--- src/rtl/acc_obi_arbiter_if.sv ---
// OBI bundle between the accelerator channels, the arbiter and the X-HEEP external master port.
// The arbiter takes the slave view; the environment driving channels and the X-HEEP side takes the master view.
interface acc_obi_arbiter_if #(
  parameter int NCH     = 2,
  parameter int AW      = 32,
  parameter int DW      = 32,
  parameter int MAX_OUT = 4
);
  logic [NCH-1:0]        ch_req_i;
  logic [NCH-1:0]        ch_gnt_o;
  logic [NCH*AW-1:0]     ch_addr_i;
  logic [NCH-1:0]        ch_we_i;
  logic [NCH*DW/8-1:0]   ch_be_i;
  logic [NCH*DW-1:0]     ch_wdata_i;
  logic [NCH-1:0]        ch_rvalid_o;
  logic [NCH*DW-1:0]     ch_rdata_o;
  logic                  m_req_o;
  logic                  m_gnt_i;
  logic [AW-1:0]         m_addr_o;
  logic                  m_we_o;
  logic [DW/8-1:0]       m_be_o;
  logic [DW-1:0]         m_wdata_o;
  logic                  m_rvalid_i;
  logic [DW-1:0]         m_rdata_i;
  logic [$clog2(MAX_OUT):0] out_cnt_o;
  logic                  err_o;

  modport slave (
    input  ch_req_i, ch_addr_i, ch_we_i, ch_be_i, ch_wdata_i,
    input  m_gnt_i, m_rvalid_i, m_rdata_i,
    output ch_gnt_o, ch_rvalid_o, ch_rdata_o,
    output m_req_o, m_addr_o, m_we_o, m_be_o, m_wdata_o,
    output out_cnt_o, err_o
  );

  modport master (
    output ch_req_i, ch_addr_i, ch_we_i, ch_be_i, ch_wdata_i,
    output m_gnt_i, m_rvalid_i, m_rdata_i,
    input  ch_gnt_o, ch_rvalid_o, ch_rdata_o,
    input  m_req_o, m_addr_o, m_we_o, m_be_o, m_wdata_o,
    input  out_cnt_o, err_o
  );
endinterface

--- src/rtl/acc_obi_arbiter.sv ---
// Round-robin OBI arbiter funnelling NCH accelerator masters into one X-HEEP port, with an ID FIFO routing responses back.
// Define ACC_OBI_ARBITER_PRIO0_EN to give channel 0 absolute priority whenever no request is locked.
module acc_obi_arbiter #(
  parameter int NCH     = 2,
  parameter int AW      = 32,
  parameter int DW      = 32,
  parameter int MAX_OUT = 4
) (
  input  logic            clk_i,
  input  logic            rst_i,
  acc_obi_arbiter_if.slave bus
);

  localparam int IW = $clog2(NCH);
  localparam int PW = $clog2(MAX_OUT);
  localparam int CW = PW + 1;
  localparam int BW = DW / 8;
  localparam logic [CW-1:0] CNT_MAX = CW'(MAX_OUT);
  localparam logic [IW-1:0] CH_LAST = IW'(NCH - 1);

  logic [IW-1:0] rr_q;
  logic          lock_q;
  logic [IW-1:0] lock_ch_q;
  logic [IW-1:0] id_mem [MAX_OUT];
  logic [PW-1:0] wptr_q;
  logic [PW-1:0] rptr_q;
  logic [CW-1:0] cnt_q;
  logic          err_q;

  logic [IW-1:0] sel;
  logic [IW-1:0] head;
  logic          m_req;
  logic          push;
  logic          pop;

  function automatic logic [IW-1:0] next_ch(input logic [IW-1:0] ch);
    return (ch == CH_LAST) ? '0 : ch + 1'b1;
  endfunction

  // First requester at or after ptr, wrapping past the last channel.
  function automatic logic [IW-1:0] rr_pick(input logic [NCH-1:0] req, input logic [IW-1:0] ptr);
    logic [IW-1:0] idx;
    logic [IW-1:0] pick;
    logic          found;
    idx   = ptr;
    pick  = ptr;
    found = 1'b0;
    for (int i = 0; i < NCH; i++) begin
      if (!found && req[idx]) begin
        pick  = idx;
        found = 1'b1;
      end
      idx = next_ch(idx);
    end
    return pick;
  endfunction

  always_comb begin
    sel = '0;
    if (lock_q)
      sel = lock_ch_q;
`ifdef ACC_OBI_ARBITER_PRIO0_EN
    else if (bus.ch_req_i[0])
      sel = '0;
`endif
    else
      sel = rr_pick(bus.ch_req_i, rr_q);
  end

  // A full FIFO blocks new requests even when a pop lands in the same cycle.
  assign m_req = !rst_i && (bus.ch_req_i != '0) && (cnt_q != CNT_MAX);
  assign push  = m_req && bus.m_gnt_i;
  assign pop   = !rst_i && bus.m_rvalid_i && (cnt_q != '0);
  assign head  = id_mem[rptr_q];

  always_comb begin
    bus.m_req_o     = m_req;
    bus.m_addr_o    = '0;
    bus.m_we_o      = 1'b0;
    bus.m_be_o      = '0;
    bus.m_wdata_o   = '0;
    bus.ch_gnt_o    = '0;
    bus.ch_rvalid_o = '0;
    bus.ch_rdata_o  = '0;
    if (m_req) begin
      bus.m_addr_o      = bus.ch_addr_i[int'(sel)*AW +: AW];
      bus.m_we_o        = bus.ch_we_i[sel];
      bus.m_be_o        = bus.ch_be_i[int'(sel)*BW +: BW];
      bus.m_wdata_o     = bus.ch_wdata_i[int'(sel)*DW +: DW];
      bus.ch_gnt_o[sel] = bus.m_gnt_i;
    end
    if (pop) begin
      bus.ch_rvalid_o[head]               = 1'b1;
      bus.ch_rdata_o[int'(head)*DW +: DW] = bus.m_rdata_i;
    end
  end

  assign bus.out_cnt_o = cnt_q;
  assign bus.err_o     = err_q;

  always_ff @(posedge clk_i or posedge rst_i) begin
    if (rst_i) begin
      rr_q      <= '0;
      lock_q    <= 1'b0;
      lock_ch_q <= '0;
      wptr_q    <= '0;
      rptr_q    <= '0;
      cnt_q     <= '0;
      err_q     <= 1'b0;
    end else begin
      if (push) begin
        wptr_q <= wptr_q + 1'b1;
        lock_q <= 1'b0;
`ifdef ACC_OBI_ARBITER_PRIO0_EN
        if (sel != '0)
          rr_q <= next_ch(sel);
`else
        rr_q <= next_ch(sel);
`endif
      end else if (m_req) begin
        lock_q    <= 1'b1;
        lock_ch_q <= sel;
      end
      if (pop)
        rptr_q <= rptr_q + 1'b1;
      if (push && !pop)
        cnt_q <= cnt_q + 1'b1;
      else if (pop && !push)
        cnt_q <= cnt_q - 1'b1;
      if (bus.m_rvalid_i && (cnt_q == '0))
        err_q <= 1'b1;
    end
  end

  // ID storage is data only; validity is tracked by the pointers and count.
  always_ff @(posedge clk_i) begin
    if (push)
      id_mem[wptr_q] <= sel;
  end

endmodule

--- src/flat_wrapper.sv ---
// flat-port wrapper written by rule: the top's interface ports become plain ports
module acc_obi_arbiter_flat 
#(
  parameter int NCH     = 2,
  parameter int AW      = 32,
  parameter int DW      = 32,
  parameter int MAX_OUT = 4
)
  (clk_i, rst_i, bus_ch_req_i, bus_ch_addr_i, bus_ch_we_i, bus_ch_be_i, bus_ch_wdata_i, bus_m_gnt_i, bus_m_rvalid_i, bus_m_rdata_i, bus_ch_gnt_o, bus_ch_rvalid_o, bus_ch_rdata_o, bus_m_req_o, bus_m_addr_o, bus_m_we_o, bus_m_be_o, bus_m_wdata_o, bus_out_cnt_o, bus_err_o);
  acc_obi_arbiter_if #(.NCH(NCH), .AW(AW), .DW(DW), .MAX_OUT(MAX_OUT)) bus_i ();
  input  logic clk_i;
  input  logic rst_i;
  input wire logic [$bits(bus_i.ch_req_i)-1:0] bus_ch_req_i;
  input wire logic [$bits(bus_i.ch_addr_i)-1:0] bus_ch_addr_i;
  input wire logic [$bits(bus_i.ch_we_i)-1:0] bus_ch_we_i;
  input wire logic [$bits(bus_i.ch_be_i)-1:0] bus_ch_be_i;
  input wire logic [$bits(bus_i.ch_wdata_i)-1:0] bus_ch_wdata_i;
  input wire logic [$bits(bus_i.m_gnt_i)-1:0] bus_m_gnt_i;
  input wire logic [$bits(bus_i.m_rvalid_i)-1:0] bus_m_rvalid_i;
  input wire logic [$bits(bus_i.m_rdata_i)-1:0] bus_m_rdata_i;
  output wire logic [$bits(bus_i.ch_gnt_o)-1:0] bus_ch_gnt_o;
  output wire logic [$bits(bus_i.ch_rvalid_o)-1:0] bus_ch_rvalid_o;
  output wire logic [$bits(bus_i.ch_rdata_o)-1:0] bus_ch_rdata_o;
  output wire logic [$bits(bus_i.m_req_o)-1:0] bus_m_req_o;
  output wire logic [$bits(bus_i.m_addr_o)-1:0] bus_m_addr_o;
  output wire logic [$bits(bus_i.m_we_o)-1:0] bus_m_we_o;
  output wire logic [$bits(bus_i.m_be_o)-1:0] bus_m_be_o;
  output wire logic [$bits(bus_i.m_wdata_o)-1:0] bus_m_wdata_o;
  output wire logic [$bits(bus_i.out_cnt_o)-1:0] bus_out_cnt_o;
  output wire logic [$bits(bus_i.err_o)-1:0] bus_err_o;
  assign bus_i.ch_req_i = bus_ch_req_i;
  assign bus_i.ch_addr_i = bus_ch_addr_i;
  assign bus_i.ch_we_i = bus_ch_we_i;
  assign bus_i.ch_be_i = bus_ch_be_i;
  assign bus_i.ch_wdata_i = bus_ch_wdata_i;
  assign bus_i.m_gnt_i = bus_m_gnt_i;
  assign bus_i.m_rvalid_i = bus_m_rvalid_i;
  assign bus_i.m_rdata_i = bus_m_rdata_i;
  assign bus_ch_gnt_o = bus_i.ch_gnt_o;
  assign bus_ch_rvalid_o = bus_i.ch_rvalid_o;
  assign bus_ch_rdata_o = bus_i.ch_rdata_o;
  assign bus_m_req_o = bus_i.m_req_o;
  assign bus_m_addr_o = bus_i.m_addr_o;
  assign bus_m_we_o = bus_i.m_we_o;
  assign bus_m_be_o = bus_i.m_be_o;
  assign bus_m_wdata_o = bus_i.m_wdata_o;
  assign bus_out_cnt_o = bus_i.out_cnt_o;
  assign bus_err_o = bus_i.err_o;
  acc_obi_arbiter #(.NCH(NCH), .AW(AW), .DW(DW), .MAX_OUT(MAX_OUT)) u_core (.clk_i(clk_i), .rst_i(rst_i), .bus(bus_i));
endmodule
--- config.mk ---
export PLATFORM = sky130hd
export DESIGN_NAME = acc_obi_arbiter_flat
export DESIGN_NICKNAME = d
export VERILOG_FILES = /design/src/rtl/acc_obi_arbiter_if.sv /design/src/rtl/acc_obi_arbiter.sv /design/src/flat_wrapper.sv
export SDC_FILE = /design/constraint.sdc
export NUM_CORES = 1
export LEC_CHECK = 0
export CAP_MARGIN = 40
export CORE_AREA = 4 4 121 123
export DETAILED_ROUTE_END_ITERATION = 8
export DIE_AREA = 0 0 125 127
export PLACE_DENSITY = 0.68
export REMOVE_ABC_BUFFERS = 1
export SLEW_MARGIN = 20
export SYNTH_ARGS = -nofsm -noshare
export SYNTH_HDL_FRONTEND = slang
export SYNTH_SLANG_ARGS = --single-unit
--- constraint.sdc ---
create_clock -name clk_i -period 3 [get_ports clk_i]
set_clock_uncertainty 0.15 [all_clocks]
set_input_delay 0.6 -clock clk_i [delete_from_list [all_inputs] [get_ports clk_i]]
set_output_delay 0.6 -clock clk_i [all_outputs]
set_load 0.01 [all_outputs]
==> results list, run 1 <==
* Global-route wire length before repair: between 20000 and 25000 microns
- Number of I/O port buffers: 317
- Entering global routing, the biggest net connects 70 pins.
- In this run the vertical extent of the chip is 127 microns.
- The synthesized netlist contains 33 unique library cells.
- Number of flip-flops and latches in the synthesized netlist: 15
- In this run the power density over the cells is approximately 610 nW/um^2.
- Setup violations remaining at the end of the flow were counted as 0.
* Hold-fix buffers, CTS: 0
* Layout cells sized above 1: a little over a quarter
* Ys Warns: 0
* H-Tree Depth: 1
* Share of synthesized registers carrying an async set or reset: 73.3%
- Counting instances in the post-synthesis netlist gives the leading cell types as 104 x nand2_1, 69 x nand4_1, 68 x o21ai_2.
* EDFF count, synth: 4
- The critical path is of the in2out type.
- The tree is rooted in a clkbuf_16.
- Final slew viol count: 0
- Worst slew margin relative to its limit: 68.7%
* Number of nets in the finished design: 933
- In this run, placement finished with an instance count of 907.
- Area growth syn-to-layout: 134%
- Number of standard cells in the final layout excluding fillers: 930
* Max-cap violation count: 0
- Post-route minimum period: 2.96 ns
- Library cell occupying the most area in the post-synthesis netlist: o21ai_2
* Worst path arrival time: about 2.2 ns
- The final number of hold-violating endpoints was 0.
* Worst hold slack: between 0.3 and 0.4 ns
* Highest achievable clock rate: 338 MHz
- Number of cells produced by synthesis: 420
- Number of CTS-inserted buffers: 3
- After the first detailed-routing iteration, the DRC count stood at ~160.
- Critical-path maximum fanout: 9
* Number of cell rows: 43
- Peak ir drop on the vdd network: 0.287 mV
* Num ports: 318
- Cells fill 47.6% of the core in the end.
- Yosys top cell area share: between 20% and 30%
- Sequential element share of the synthesized area: 14.2%
* Via Count: 4435
- In the routed design, unresolved DRC markers number 0.
- In the final routed layout, each cell accounts on average for 17.4 microns.
- Setup TNS: 0 ns
- The flow ran to the end, and the final reports show no timing, DRC or antenna violations.
- Yosys attributes the largest share of cell area to o21ai_2 21%, nand4_1 16%, nand2_1 14%.
* Overflow left after global routing: 0
- Die ar.: 15900 sq um
* Reported leakage power: 3.14 nW
- For this run, the detailed router's first-pass iteration total came to 5.
- Antenna violation net count after detailed routing: 0
* Pin slew with the least headroom to its limit: 0.467 ns
* Clock Path Buffers: 2
* Number of diodes added for antenna fixing: 0
- Starting density of the core: 20.4%
- Width of the chip: 125 microns
* Overall routing resource usage: a little under a fifth
* Total power of the final layout: 0.00394 W
- Once detailed placement completed, the half-perimeter wirelength came to 12600 microns.
- Worst-Skew Late Latency: about 0.24 ns
- After detailed routing, the number of vias per cell comes to 4.77.
- STA classifies the critical path startpoint as an input port.
- Number of global-route vias before repair: 4487
- Number of antenna violations at the first check in global routing: 0
- For this run, the leading register cell type out of synthesis is dfrtp_1.
- In the post-synthesis netlist, the cell with the most instances is nand2_1.
- Total length of routed wires: around 16000 microns
- The clock net in this run drives a total of 15 sinks.
- The worst setup path is captured at an output pin.
- Cell Area, Synth: 2780 sq um
- Core box area: 13700 sq um
* Classification of the worst-slack hold path: reg2reg
* RSZ-0062 raised after global routing: no
- TritonCTS built the clock tree.
* Data required, critical path: 2.25 ns
- Per-instance average area after synthesis: 6.62 sq um
* Clock transition at path regs: 0.04 ns
- The congestion estimate from routability-driven global placement came to approximately 0.94.
- Period utilisation layout: 98.6%
what timing repair did:
| item | in CTS | in global routing |
|---|---|---|
| cloned | 9 | 1 |
| buffers inserted | 8 | 1 |
| gates resized for setup | 321 | 11 |
| setup endpoints to repair | 138 | 24 |
| pin swaps | 9 | 1 |
final timing paths:
kind / start / cells after the start / end / slack [ns]
worst max register to register: u_core.bus.out_cnt_o[0] / 12 / u_core.bus.out_cnt_o[1] / 0.35
worst min-delay path: u_core.bus.err_o / 1 / u_core.bus.err_o / 0.31
max in group asynchronous: rst_i / 3 / u_core.rr_q / 1.91
min in group asynchronous: rst_i / 3 / u_core.bus.out_cnt_o[0] / 0.50
worst min register to register: u_core.bus.err_o / 1 / u_core.bus.err_o / 0.31
worst max-delay path: bus_ch_req_i[0] / 8 / bus_m_addr_o[30] / 0.04
critical path, cell delays in order:
cell and delay, ns:
dlygate4sd2_1 0.28, nand2b_4 0.16, a211o_4 0.37, buf_6 0.17, buf_4 0.17, nand4_1 0.11, o21ai_2 0.06, dlygate4sd2_1 0.29
registers in the layout (all words and copies together), names as in the netlist:
register	flops
u_core.bus.out_cnt_o	3
u_core.id_mem	4
u_core.rptr_q	2
u_core.bus.err_o	1
u_core.wptr_q	2
u_core.lock_q	1
u_core.lock_ch_q	1
u_core.rr_q	1
where the power goes:
group / internal [W] / switching [W] / total, W
Sequential: 0.000301 / 0.0000840 / 0.000385
Combinational: 0.00160 / 0.00171 / 0.00331
Clock: 0.000179 / 0.0000723 / 0.000251
Total: 0.00208 / 0.00186 / 0.00394
cell type report:
class | count | area, sq um
fill | 1346 | 7170
sequential | 15 | 395
inverter | 8 | 30.0
tap | 180 | 225
multi-input combinational | 347 | 2150
clock buffer | 4 | 78.8
timing repair buffer | 376 | 3620
per-stage QoR:
| stage | cell area (sq um) | setup slack (ns) |
|---|---|---|
| floorplan | 2510 | -2.54 |
| global placement | 6360 | -0.398 |
| detailed placement | 6360 | -0.401 |
| CTS | 6470 | 0.000112 |
| global route | 6500 | 0.00606 |
| finish | 6500 | 0.0431 |
metal layers:
metal / up-vias / track usage (%) / part of all wire (%)
met5: - / 0 / 0
met4: 0 / 4.15 / 2.1
met3: 24 / 4.26 / 9.2
met2: 260 / 37.3 / 54
met1: 1994 / 19.4 / 35
li1: 2157 / - / -
kinds of logic (layout without fill, tap and decap cells):
family / Yosys count / after routing / share of synthesized area (%)
buffers and inverters: 60 / 388 / 11.0
xor gates and xnor gates: 6 / 6 / 1.89
AOI/OAI and AO/OA: 74 / 74 / 23.0
DFF: 15 / 15 / 14.2
muxes: 4 / 4 / 1.98
adders and majority gates: 6 / 6 / 2.97
and+or+nand+nor: 255 / 257 / 44.9
cells in the final DEF (no fill, tap or decap), drive strengths merged, types with 4 or more instances in the layout:
cell / netlist / final
dlygate4sd2: 0 / 76
nand2: 104 / 104
ha: 5 / 5
nand4: 69 / 69
nor2: 38 / 38
and2: 2 / 4
and3: 36 / 36
o21ai: 69 / 69
clkdlybuf4s50: 0 / 177
buf: 29 / 107
inv: 8 / 8
dfrtp: 11 / 11
clkdlybuf4s15: 0 / 11
clkbuf: 23 / 6
edfxtp: 4 / 4
Power figures use the tool's default switching activity.
==> run 2: changes to the inputs <==
- SLEW_MARGIN: 20 -> unset
==> results of run 2 <==
The final DEF is identical to that of run 1; final timing and power are the same.
